<file path="src/rtl/pu_net_tx.sv">
// Transmit network interface: frames dmem flits, buffers them in a FIFO and forwards them to the router link.
// Define PKT_STORE_FWD_EN for store-and-forward release; the default build is cut-through.
`ifndef PKTW
`define PKTW 17
`endif
`ifndef FLOWBH
`define FLOWBH 17
`endif
`ifndef FLOWBL
`define FLOWBL 16
`endif
`ifndef HEAD
`define HEAD 2'b01
`endif
`ifndef BODY
`define BODY 2'b10
`endif
`ifndef TAIL
`define TAIL 2'b11
`endif

module pu_net_tx #(
   parameter logic [1:0] pu_num = 2'd0,
   parameter int         DEPTH  = 8
) (
   input  logic                     clk,
   input  logic                     rst,
   input  logic [`PKTW:0]           tx_in,
   output logic [`PKTW:0]           link_out,
   input  logic                     link_rdy,
   output logic [$clog2(DEPTH):0]   level,
   output logic                     busy,
   output logic                     ovf,
   output logic                     perr
);

   localparam int AW = $clog2(DEPTH);
   localparam int LW = AW + 1;
   localparam int FW = `PKTW + 1;

   typedef enum logic {ST_IDLE, ST_IN_PKT} pkt_state_e;

   pkt_state_e       in_state_q, in_state_d;
   pkt_state_e       out_state_q, out_state_d;
   logic [FW-1:0]    mem_q [DEPTH];
   logic [AW-1:0]    wr_ptr_q, rd_ptr_q;
   logic [LW-1:0]    level_q, level_d;
   logic [FW-1:0]    link_out_q;
   logic             ovf_q, perr_q;

   logic [1:0]       in_flow, head_flow;
   logic [FW-1:0]    head;
   logic             accept, frame_err, full, push, pop, release_ok;

   logic             unused_pu;
   assign unused_pu = ^pu_num;

   assign in_flow   = tx_in[`FLOWBH:`FLOWBL];
   assign head      = mem_q[rd_ptr_q];
   assign head_flow = head[`FLOWBH:`FLOWBL];
   assign full      = (level_q == LW'(DEPTH));

   // Input framing FSM: only non-zero flits are examined.
   always_comb begin
      in_state_d = in_state_q;
      accept     = 1'b0;
      frame_err  = 1'b0;
      if (tx_in != '0) begin
         case (in_state_q)
            ST_IDLE: begin
               if (in_flow == `HEAD) begin
                  accept     = 1'b1;
                  in_state_d = ST_IN_PKT;
               end else begin
                  frame_err = 1'b1;
               end
            end
            ST_IN_PKT: begin
               if (in_flow == `BODY) begin
                  accept = 1'b1;
               end else if (in_flow == `TAIL) begin
                  accept     = 1'b1;
                  in_state_d = ST_IDLE;
               end else begin
                  frame_err = 1'b1;
               end
            end
            default: frame_err = 1'b1;
         endcase
      end
   end

`ifdef PKT_STORE_FWD_EN
   logic [LW-1:0] pkt_cnt_q, pkt_cnt_d;
   logic          tail_push, tail_pop;

   assign tail_push = push && (in_flow == `TAIL);
   assign tail_pop  = pop && (head_flow == `TAIL);

   // A full FIFO with no complete packet would never drain: fall back to cut-through.
   assign release_ok = (out_state_q == ST_IN_PKT) || (pkt_cnt_q != '0) ||
                       (full && (pkt_cnt_q == '0));

   always_comb begin
      pkt_cnt_d = pkt_cnt_q;
      if (tail_push && !tail_pop)      pkt_cnt_d = pkt_cnt_q + LW'(1);
      else if (tail_pop && !tail_push) pkt_cnt_d = pkt_cnt_q - LW'(1);
   end

   always_ff @(posedge clk) begin
      if (rst) pkt_cnt_q <= '0;
      else     pkt_cnt_q <= pkt_cnt_d;
   end
`else
   assign release_ok = 1'b1;
`endif

   assign pop  = (level_q != '0) && link_rdy && release_ok;
   assign push = accept && (!full || pop);

   always_comb begin
      level_d = level_q;
      if (push && !pop)      level_d = level_q + LW'(1);
      else if (pop && !push) level_d = level_q - LW'(1);
   end

   always_comb begin
      out_state_d = out_state_q;
      if (pop) begin
         if (head_flow == `HEAD)      out_state_d = ST_IN_PKT;
         else if (head_flow == `TAIL) out_state_d = ST_IDLE;
      end
   end

   always_ff @(posedge clk) begin
      if (rst) begin
         in_state_q  <= ST_IDLE;
         out_state_q <= ST_IDLE;
         wr_ptr_q    <= '0;
         rd_ptr_q    <= '0;
         level_q     <= '0;
         link_out_q  <= '0;
         ovf_q       <= 1'b0;
         perr_q      <= 1'b0;
      end else begin
         in_state_q  <= in_state_d;
         out_state_q <= out_state_d;
         level_q     <= level_d;
         link_out_q  <= pop ? head : '0;
         if (push) wr_ptr_q <= wr_ptr_q + AW'(1);
         if (pop)  rd_ptr_q <= rd_ptr_q + AW'(1);
         if (accept && full && !pop) ovf_q <= 1'b1;
         if (frame_err)              perr_q <= 1'b1;
      end
   end

   // Storage needs no reset: entries are only read below the level count.
   always_ff @(posedge clk) begin
      if (!rst && push) mem_q[wr_ptr_q] <= tx_in;
   end

   assign link_out = link_out_q;
   assign level    = level_q;
   assign busy     = (level_q != '0) || (in_state_q == ST_IN_PKT);
   assign ovf      = ovf_q;
   assign perr     = perr_q;

endmodule

</file>
<file path="config.mk">
export PLATFORM = sky130hd
export DESIGN_NAME = pu_net_tx
export DESIGN_NICKNAME = d
export VERILOG_FILES = /design/src/rtl/pu_net_tx.sv
export SDC_FILE = /design/constraint.sdc
export NUM_CORES = 1
export LEC_CHECK = 0
export ABC_AREA = 1
export CORE_UTILIZATION = 50
export CTS_BUF_LIST = sky130_fd_sc_hd__clkbuf_8
export CTS_CLUSTER_SIZE = 25
export DETAILED_ROUTE_END_ITERATION = 10
export HOLD_SLACK_MARGIN = 0.12
export PLACE_DENSITY = 0.8
export SYNTH_ARGS = -nofsm -noshare
export SYNTH_HDL_FRONTEND = slang
export SYNTH_SLANG_ARGS = --single-unit
</file>
<file path="constraint.sdc">
create_clock -name clk -period 4 [get_ports clk]
set_input_delay 1.2 -clock clk [delete_from_list [all_inputs] [get_ports clk]]
set_output_delay 1.2 -clock clk [all_outputs]
set_load 0.005 [all_outputs]
</file>
; ---- Word level (Yosys, flattened, before mapping)
; Memory sizes are Yosys's and may differ from the RTL's. A register that Yosys moved wholly into a read port is not among the register bits.
; Index checks and enable logic that the tools add are counted.
[totals]
memories = 1
output_inout_bits = 25
elab_cells = 50
mem_bits_rw = 144
inputBits = 21
ff_bits = 13
[mem_list]
columns = memory, depth, width, rd, rd_clocked_by_memory_dff, wr, line
row1 = mem_q, 8, 18, 1, 1, 1, 45  ; logic [FW-1:0] mem_q [DEPTH];
[op_classes]
add_sub_neg = 4
reduce_logical = 17
muxes = 16
eq_ne = 4
bitwise = 2
[op_table]
columns = operator, n
row1 = $reduce_bool A18 Y1, 1
row2 = $mux W1, 11
row3 = $mux W4, 2
row4 = $logic_and A1 B1 Y1, 7
row5 = $add A3 B1 Y3 const B, 2
row6 = $pmux W1 S2, 3
row7 = $add A4 B1 Y4 const B, 1
row8 = $eq A2 B2 Y1 const B, 2
row9 = $eq A4 B4 Y1 const B, 1
row10 = $logic_not A1 Y1, 4
row11 = $reduce_bool A4 Y1, 1
row12 = $sub A4 B1 Y4 const B, 1
row13 = $eq A2 B1 Y1 const B, 1
row14 = $logic_or A1 B1 Y1, 2
row15 = $not A1 Y1, 2
row16 = $reduce_bool A2 Y1, 1
row17 = $reduce_or A2 Y1, 1

; ---- Logic depth before layout (Yosys ltp)
; Gate-level depths: netlist of the first run.
[depth]
depth_word = 10
depth_mapped = 15
mapped_depth_nobuf = 15

; ---- Least setup slack after synthesis of the first run
; OpenSTA, ideal clock, no wires.
[synth_timing]
kind = input-to-reg
startpoint = input port tx_in[17]
endpoint = memory mem_q[6][0] (netlist bit), enable pin
cell_stages = 7
slack_ps = 545
required_ps = 3584
arrival_ps = 3039
path_buffers = 0
setup_time_ps = 416
cell_sequence = inv_1 > nand3_1 > o21ai_1 > nand2_1 > inv_2 > nand2_1 > nor3_1
[synth_via]
elab_chain_len = 9
word_cells_on_any_way = 13
classes_between = eq/ne (3) / mux (7) / reduce/logical (3)
[synth_rtl]
columns = element, line
row1 = from (decl), 28  ; input logic [`PKTW:0] tx_in,
row2 = $eq A2 B2 Y1 (no line), n/a
row3 = $mux W1, 81  ; end else if (in_flow == `TAIL) begin
row4 = $mux W1, 79  ; if (in_flow == `BODY) begin
row5 = $pmux W1 S2, 69  ; case (in_state_q)
row6 = $mux W1 (*), 68  ; if (tx_in != '0) begin
row7 = $logic_and A1 B1 Y1 (*), 119  ; assign push = accept && (!full || pop);
row8 = $logic_and A1 B1 Y1 (*), 159  ; if (!rst && push) mem_q[wr_ptr_q] <= tx_in;
row9 = $mux W1 (*), 159
row10 = $mux W1 (not written as such) (*), 159
row11 = to (decl), 45
; Every way passes the cells marked *; elsewhere a longest branch is shown, timed or not.

; ---- Worst setup path in the final report of the first run
[layout_timing]
startpoint = input port tx_in[17]
endpoint = register level_q[3], in the netlist level[3]
[layout_via]
elab_chain_len = 9
word_cells_on_any_way = 15
classes_between = eq/ne (3) / mux (6) / reduce/logical (6)
[layout_rtl]
columns = element, line
row1 = $eq A2 B2 Y1 (no line), n/a
row2 = $mux W1, 81
row3 = $mux W1, 79
row4 = $pmux W1 S2, 69
row5 = $mux W1 (*), 68
row6 = $logic_and A1 B1 Y1 (*), 119
row7 = $logic_not A1 Y1, 124  ; else if (pop && !push) level_d = level_q - LW'(1);
row8 = $logic_and A1 B1 Y1, 124
row9 = $reduce_bool A2 Y1 (no line), n/a
row10 = to (signal assigned), 148  ; level_q <= level_d;
row11 = to (decl), 47  ; logic [LW-1:0] level_q, level_d;
; Marks and branches as above.
; A chain may end at the register's enable or synchronous reset.

==> metrics, run 1 <==
status completed; TritonCTS Sinks 175; Synth area leaders edfxtp_1, dfxtp_1, nor2_1, o21ai_0, nand2_1; pin count of the biggest net entering global routing 75; routed len/inst 17.42 um; Worst EP required 4.39 ns; register area share after synthesis 71.48%; Post-Route WL 14,160 um; via count 4,537; multiplexer share of the synthesized area 0%; number of routed nets with antenna violations 0; reg-to-reg setup timing slack 1.64 ns; hpwl dp 8064 um; Fin Setup TNS 0 ns; top fanout value on the critical path 9; LEAKAGE 2.766 nW; grt total ovfl 0; Yosys reg bits 175; period utilisation layout 83.75%; GPL Wtd Cong 0.7625; CP most frequent cell nand2_1; starting density of the core 51.83%; initial antenna violation count 0; layout cells sized above 1 9.890%; hold_sp perr; CP Class in -> reg; crit path launch type input port; CORE AREA 13,350 um^2; Final Cell Area 7991 um^2; Mapped Cells 572; pwr/cell area 575.9 nW/um^2; synthesized area 6918 um^2; DRT Pass-1 Iters 5; peak supply drop 0.4075 mV; critical path's slowest cell clkdlybuf4s50_1; vias in the first global route 4,420; asr flop ratio synth 0%; Yosys top cell by area edfxtp_1; mean area per synthesized cell 12.09 um^2; Slew headroom 16.26%; H-tree depth 4; vias per cell 5.581; Setup crit end kind register; Least-Margin Pin Slew 1.254 ns; final setup fails 0; number of synthesized flops with an enable pin 144; Fin. Hold Viols 0; # port buffers 45; clock skew 0.01056 ns; cell family with most CP delay buffers and inverters; GRT Total Usage 20.75%; Post-CTS Setup Inserts 0; placed instance area 7533 um^2; Yosys top cell area share 62.51%; Root Buffer clkbuf_8; nets 651; starting DRC count in detailed routing 435; # IOs 46; Buffers & Inverters on Critical Path 4; Final Max Slew Viols 0; Clock Pin Slew Worst Setup and Hold Paths 0.08 ns; Pwr Total 0.004602 W; Synth-to-Final Area Change 15.52%; Die Area 14,310 um^2; FP Rows 42; Synth Area in Compound Gates 10.31%; post-synthesis adder-cell area fraction 1.194%; top post-synthesis cells by count nor2_1, edfxtp_1, o21ai_0; Hold Buf Count CTS 0; worst flop-to-flop path startpoint level[1]; Worst path max stage delay 0.61 ns; Synth Area in XOR/XNOR 0.6330%; max cap viols 0; ant diodes 0; critical path cell sequence clkdlybuf4s50_1 > inv_1 > o21ai_1 > nand2_1 > inv_2 > ha_1 > inv_1 > ha_1 > nand2_1 > nand2_1 > nor2_1 > nand2_1 > nand2_1 > nand2_1 > a21oi_1; Min Hold Slack 0.4673 ns; Final min period 3.350 ns; syn_nets 599; crit path launch tx_in[17]; Syn. warnings 0; TritonCTS buffer count 17; cts repair resizes 0; clk buf depth 2; most common cell in the netlist nor2_1; first-pass GRT wire length 22,220 um; top_reg_cell synth edfxtp_1; die width 119.6 um; Synth cell types 30; CTS tree built; DRC 0; CP arrival 3.74 ns; Min-Delay Path Class reg -> reg; DIE HEIGHT 119.6 um; Clock Latency Late Sink 0.46 ns; largest family of logic cells by synthesized area simple AND/OR/NAND/NOR gates; f_max 298.5 MHz; Synth Area in Simple Gates 12.43%; RSZ-0062 raised after global routing no
## metal layers
| metal | global-route usage [%] | wire length [um] | up-vias |
|---|---|---|---|
| li1 | - | - | 2119 |
| met1 | 25.92 | 5931 | 2188 |
| met2 | 33.60 | 6883 | 201 |
| met3 | 6.036 | 1079 | 29 |
| met4 | 9.141 | 269 | 0 |
| met5 | 0 | 0 | - |
## power breakdown
| part | internal, W | switching, W | leakage [nW] | total, W |
|---|---|---|---|---|
| Sequential | 0.00206 | 0.0000600 | 1.55 | 0.00212 |
| Combinational | 0.000408 | 0.000694 | 0.988 | 0.00110 |
| Clock | 0.000791 | 0.000592 | 0.227 | 0.00138 |
| Total | 0.00326 | 0.00135 | 2.77 | 0.00460 |
## registers in the layout, summed over array words and instances, names as in the netlist, named ones only
| name | flops |
|---|---|
| perr | 1 |
| wr_ptr_q | 3 |
| rd_ptr_q | 3 |
| mem_q | 144 |
| link_out | 18 |
| ovf | 1 |
| level | 4 |
## area by class of cell
| type | count | area (um^2) |
|---|---|---|
| Clock inverter | 15 | 224.0 |
| Fill cell | 1024 | 5356 |
| Sequential cell | 175 | 4946 |
| Multi-Input combinational cell | 349 | 1714 |
| Tap cell | 176 | 220.2 |
| Inverter | 18 | 67.56 |
| Timing Repair Buffer | 63 | 585.6 |
| Clock buffer | 17 | 234.0 |
## path summary, 6_finish.rpt
check / to / cells after the start
min reg2reg: perr / 2
max reg2reg: level[3] / 14
min: perr / 2
max: level[3] / 15
## tightest hold or removal path, stage by stage, from the launching register on
cell     delay (ns)
dfxtp_1        0.32
inv_1          0.05
a21oi_1        0.05
## cells by family (layout without fill, tap and decap cells)
logic type / Yosys count / after routing
DFF: 175 / 175
and+or+nand+nor: 215 / 215
buffers and inverters: 48 / 113
AOI/OAI and AO/OA: 123 / 123
adders and majority gates: 6 / 6
xor gates and xnor gates: 5 / 5
## layout by cell type, fill, tap and decap left out, types with 2 or more instances in the layout
cell type        instances
a21oi_1                  9
buf_4                   18
bufinv_16                6
clkbuf_8                17
clkdlybuf4s50_1         45
clkinv_1                 4
clkinv_2                 2
clkinvlp_4               2
dfxtp_1                 30
edfxtp_1               144
ha_1                     5
inv_1                   16
inv_2                    3
nand2_1                 47
nand3_1                  9
nor2_1                 150
nor3_2                   3
o211ai_1                12
o211ai_2                 6
o21ai_0                 71
o21ai_1                  7
o22ai_1                 18
or2_2                    2
xor2_1                   4
## through the flow
stage               cells  worst slack (ns)  utilization (%)
finish                813            0.6501            59.87
global route          813            0.4982            59.87
CTS                   813            0.7220            59.87
detailed placement    781            0.2341            56.44
global placement      781            0.4054            56.44
floorplan             572            0.5453                -
Note: power is estimated with default switching activity, not from simulation.
==> run 2, diff against run 1 <==
==> constraint.sdc (replaced) <==
create_clock -name clk -period 3.24 [get_ports clk]
set_input_delay 0.972 -clock clk [delete_from_list [all_inputs] [get_ports clk]]
set_output_delay 0.972 -clock clk [all_outputs]
set_load 0.005 [all_outputs]
==> run 2 against run 1 <==
Effect of this change:
- sequential share of layout area is 0.18 points higher
- design area is 0.30% lower
- sequential power is 24% higher
- non-clock buffer count is 3 higher
- power is 20% higher
- die area stayed put
- setup slack worse by 0.26 ns
- final cell count is 0.37% higher
- largest cell class unchanged
- wire length is 2.2% lower
==> metrics, run 2 (same netlist as run 1, synthesis figures left out) <==
DIE HEIGHT 119.6 um (unchanged); GRT met1 Usage 27.84% (+1.9 points); clk buf depth 2 (unchanged); Min-Delay Path Depth 2 (unchanged); RSZ-0062 raised after global routing no; FP Rows 42 (unchanged); worst r2r path cells 14 (unchanged); Worst EP required 3.62 ns (-0.77 ns); pwr/cell area 691.4 nW/um^2 (+20%); CP Class in -> reg; clock skew 0.009266 ns (-0.001292 ns); Largest register FFs 144 (unchanged); Clock Pin Slew Worst Setup and Hold Paths 0.08 ns (about the same); Root Buffer clkbuf_8; GPL Wtd Cong 0.7657 (+0.42%); Final min period 2.853 ns; pin count of the biggest net entering global routing 75 (unchanged); Layout Utilization 59.69% (-0.18 points); number of routed nets with antenna violations 0 (unchanged); ant diodes 0 (unchanged); final setup fails 0 (unchanged); vias per cell 5.462 (-2.1%); Die Area 14,310 um^2 (unchanged); routed len/inst 16.98 um (-2.5%); placed instance area 7556 um^2 (+0.30%); GRT met3 Usage 5.608% (-0.43 points); WHS Endpoint perr; max cap viols 0 (unchanged); initial antenna violation count 0 (unchanged); status completed; CP arrival 3.23 ns (-0.51 ns); NetSw 0.001626 W (+21%); Sequential Power Share 47.5% (+1.5 points); CORE AREA 13,350 um^2 (unchanged); most frequent cells in the layout nor2_1, edfxtp_1, o21ai_0; Clock Power Share 28.0% (-2.1 points); hpwl dp 8215 um (+1.9%); reg-to-reg setup timing slack 0.97 ns (-0.67 ns); gr busiest metal met2; peak supply drop 0.4124 mV (+1.2%); starting density of the core 51.83% (unchanged); Final Max Slew Viols 0 (unchanged); grt total ovfl 0 (unchanged); Largest Register mem_q; GRT Total Usage 20.99% (+0.24 points); vias in the first global route 4,477 (+1.3%); Buffers & Inverters on Critical Path 4 (unchanged); # IOs 46 (unchanged); met2 Usage GRT 33.89% (+0.29 points); Synth-to-Final Area Change 15.17%; setup slack after layout 0.3874 ns (-0.2627 ns); via count 4,457 (-1.8%); layout cells sized above 1 10.00% (+0.11 points); worst flop-to-flop path startpoint level[1]; Final Cell Area 7968 um^2 (-0.30%); Least-Margin Pin Slew 1.198 ns (-0.05588 ns); Slew headroom 19.99% (+3.7 points); cell family with most CP delay buffers and inverters; DRT Pass-1 Iters 5 (unchanged); period utilisation layout 88.04%; TritonCTS buffer count 17 (unchanged); Fin. Hold Viols 0 (unchanged); pre-CTS setup slack -0.05968 ns (-0.2938 ns); CTS tree built; CP most frequent cell nand2_1; Post-CTS Setup Inserts 0 (unchanged); nets 654 (+0.46%); crit path launch type input port; Setup crit end kind register; H-tree depth 4 (unchanged); top fanout value on the critical path 5 (-4); most common cell after layout, fill and taps aside nor2_1; Worst path max stage delay 0.48 ns (-0.13 ns); DRC 0 (unchanged); combinational share of power 24.5% (+0.6 points); die width 119.6 um (unchanged); hold_sp perr; Clock Latency Late Sink 0.45 ns (about the same); cts repair resizes 0 (unchanged); critical path cell sequence clkdlybuf4s50_1 > inv_1 > o21ai_1 > nand2_1 > inv_2 > ha_1 > inv_1 > ha_1 > nand2_1 > nand2_1 > nor2_1 > nand2_1 > nand2_1 > nand2_1 > a21oi_1; critical path's slowest cell clkdlybuf4s50_1; # port buffers 45 (unchanged); R2R Path End level[3]; Post-Route WL 13,860 um (-2.2%); Min-Delay Path Class reg -> reg; Internal Power 0.003883 W (+19%); switching share of power 29.51% (+0.28 points); f_max 350.6 MHz; LEAKAGE 2.785 nW (+0.68%); starting DRC count in detailed routing 508 (+17%); Hold Buf Count CTS 0 (unchanged); TritonCTS Sinks 175 (unchanged); first-pass GRT wire length 22,740 um (+2.3%); Min Hold Slack 0.4690 ns (+0.001753 ns)
## run 2: cell count changes in the layout (fill, tap and decap cells not counted), sizes merged
cell / before / now
buf: 18 / 21
inv: 19 / 25
clkinvlp: 2 / 1
bufinv: 6 / 4
clkbuf: 17 / 18
clkinv: 6 / 2
## run 2: routing by layer
metal / up-vias / share of wire, %
met1: 2166 / 42
met3: 20 / 6.4
met5: - / 0
met4: 0 / 1.6
li1: 2121 / -
met2: 150 / 50
## run 2: layout make-up
cell class / instances / area [um^2]
multi-input combinational: 349 / 1714
fill: 1043 / 5380
timing repair buffer: 66 / 608.1
sequential: 175 / 4946
inverter: 18 / 67.56
clock inverter: 14 / 163.9
clock buffer: 18 / 247.7
tap: 176 / 220.2
## run 2: worst max path at each step
stage	startpoint	to	slack, ns	depth (start not counted)
final	tx_in[17]	level[3]	0.39	15
after global placement	tx_in[17]	level[3]	0.1	15
after detailed placement	tx_in[17]	level[3]	-0.06	15
after floorplan	tx_in[17]	mem_q[6][0]	0.01	7
after global routing	tx_in[17]	level[3]	0.17	15
after CTS	tx_in[17]	level[3]	0.42	15
## run 2: worst register-to-register path: stages, from the launching register on
cell and delay, ns:
dfxtp_1 0.38, nor2_1 0.21, nand3_1 0.16, nand2_1 0.18, inv_2 0.08, ha_1 0.24
inv_1 0.12, ha_1 0.28, nand2_1 0.10, nand2_1 0.06, nor2_1 0.10, nand2_1 0.05
nand2_1 0.06, nand2_1 0.06, a21oi_1 0.12
## run 2: stage by stage
stage	TNS, ns	total power (W)	std cells
CTS	0	0.005531	816
detailed placement	-0.05968	0.004007	784
finish	0	0.005509	816
floorplan	0	0.003622	572
global route	0	0.005818	816
global placement	0	0.003941	784
## run 2: power groups by stage
stage / Sequential [W] / Combinational (W) / Clock [W]
2_1_floorplan: 0.00266 / 0.000964 / 0
3_3_place_gp: 0.00266 / 0.00128 / 0
3_5_place_dp: 0.00267 / 0.00134 / 0
4_1_cts: 0.00261 / 0.00135 / 0.00156
5_1_grt: 0.00263 / 0.00153 / 0.00166
6_report: 0.00262 / 0.00135 / 0.00154
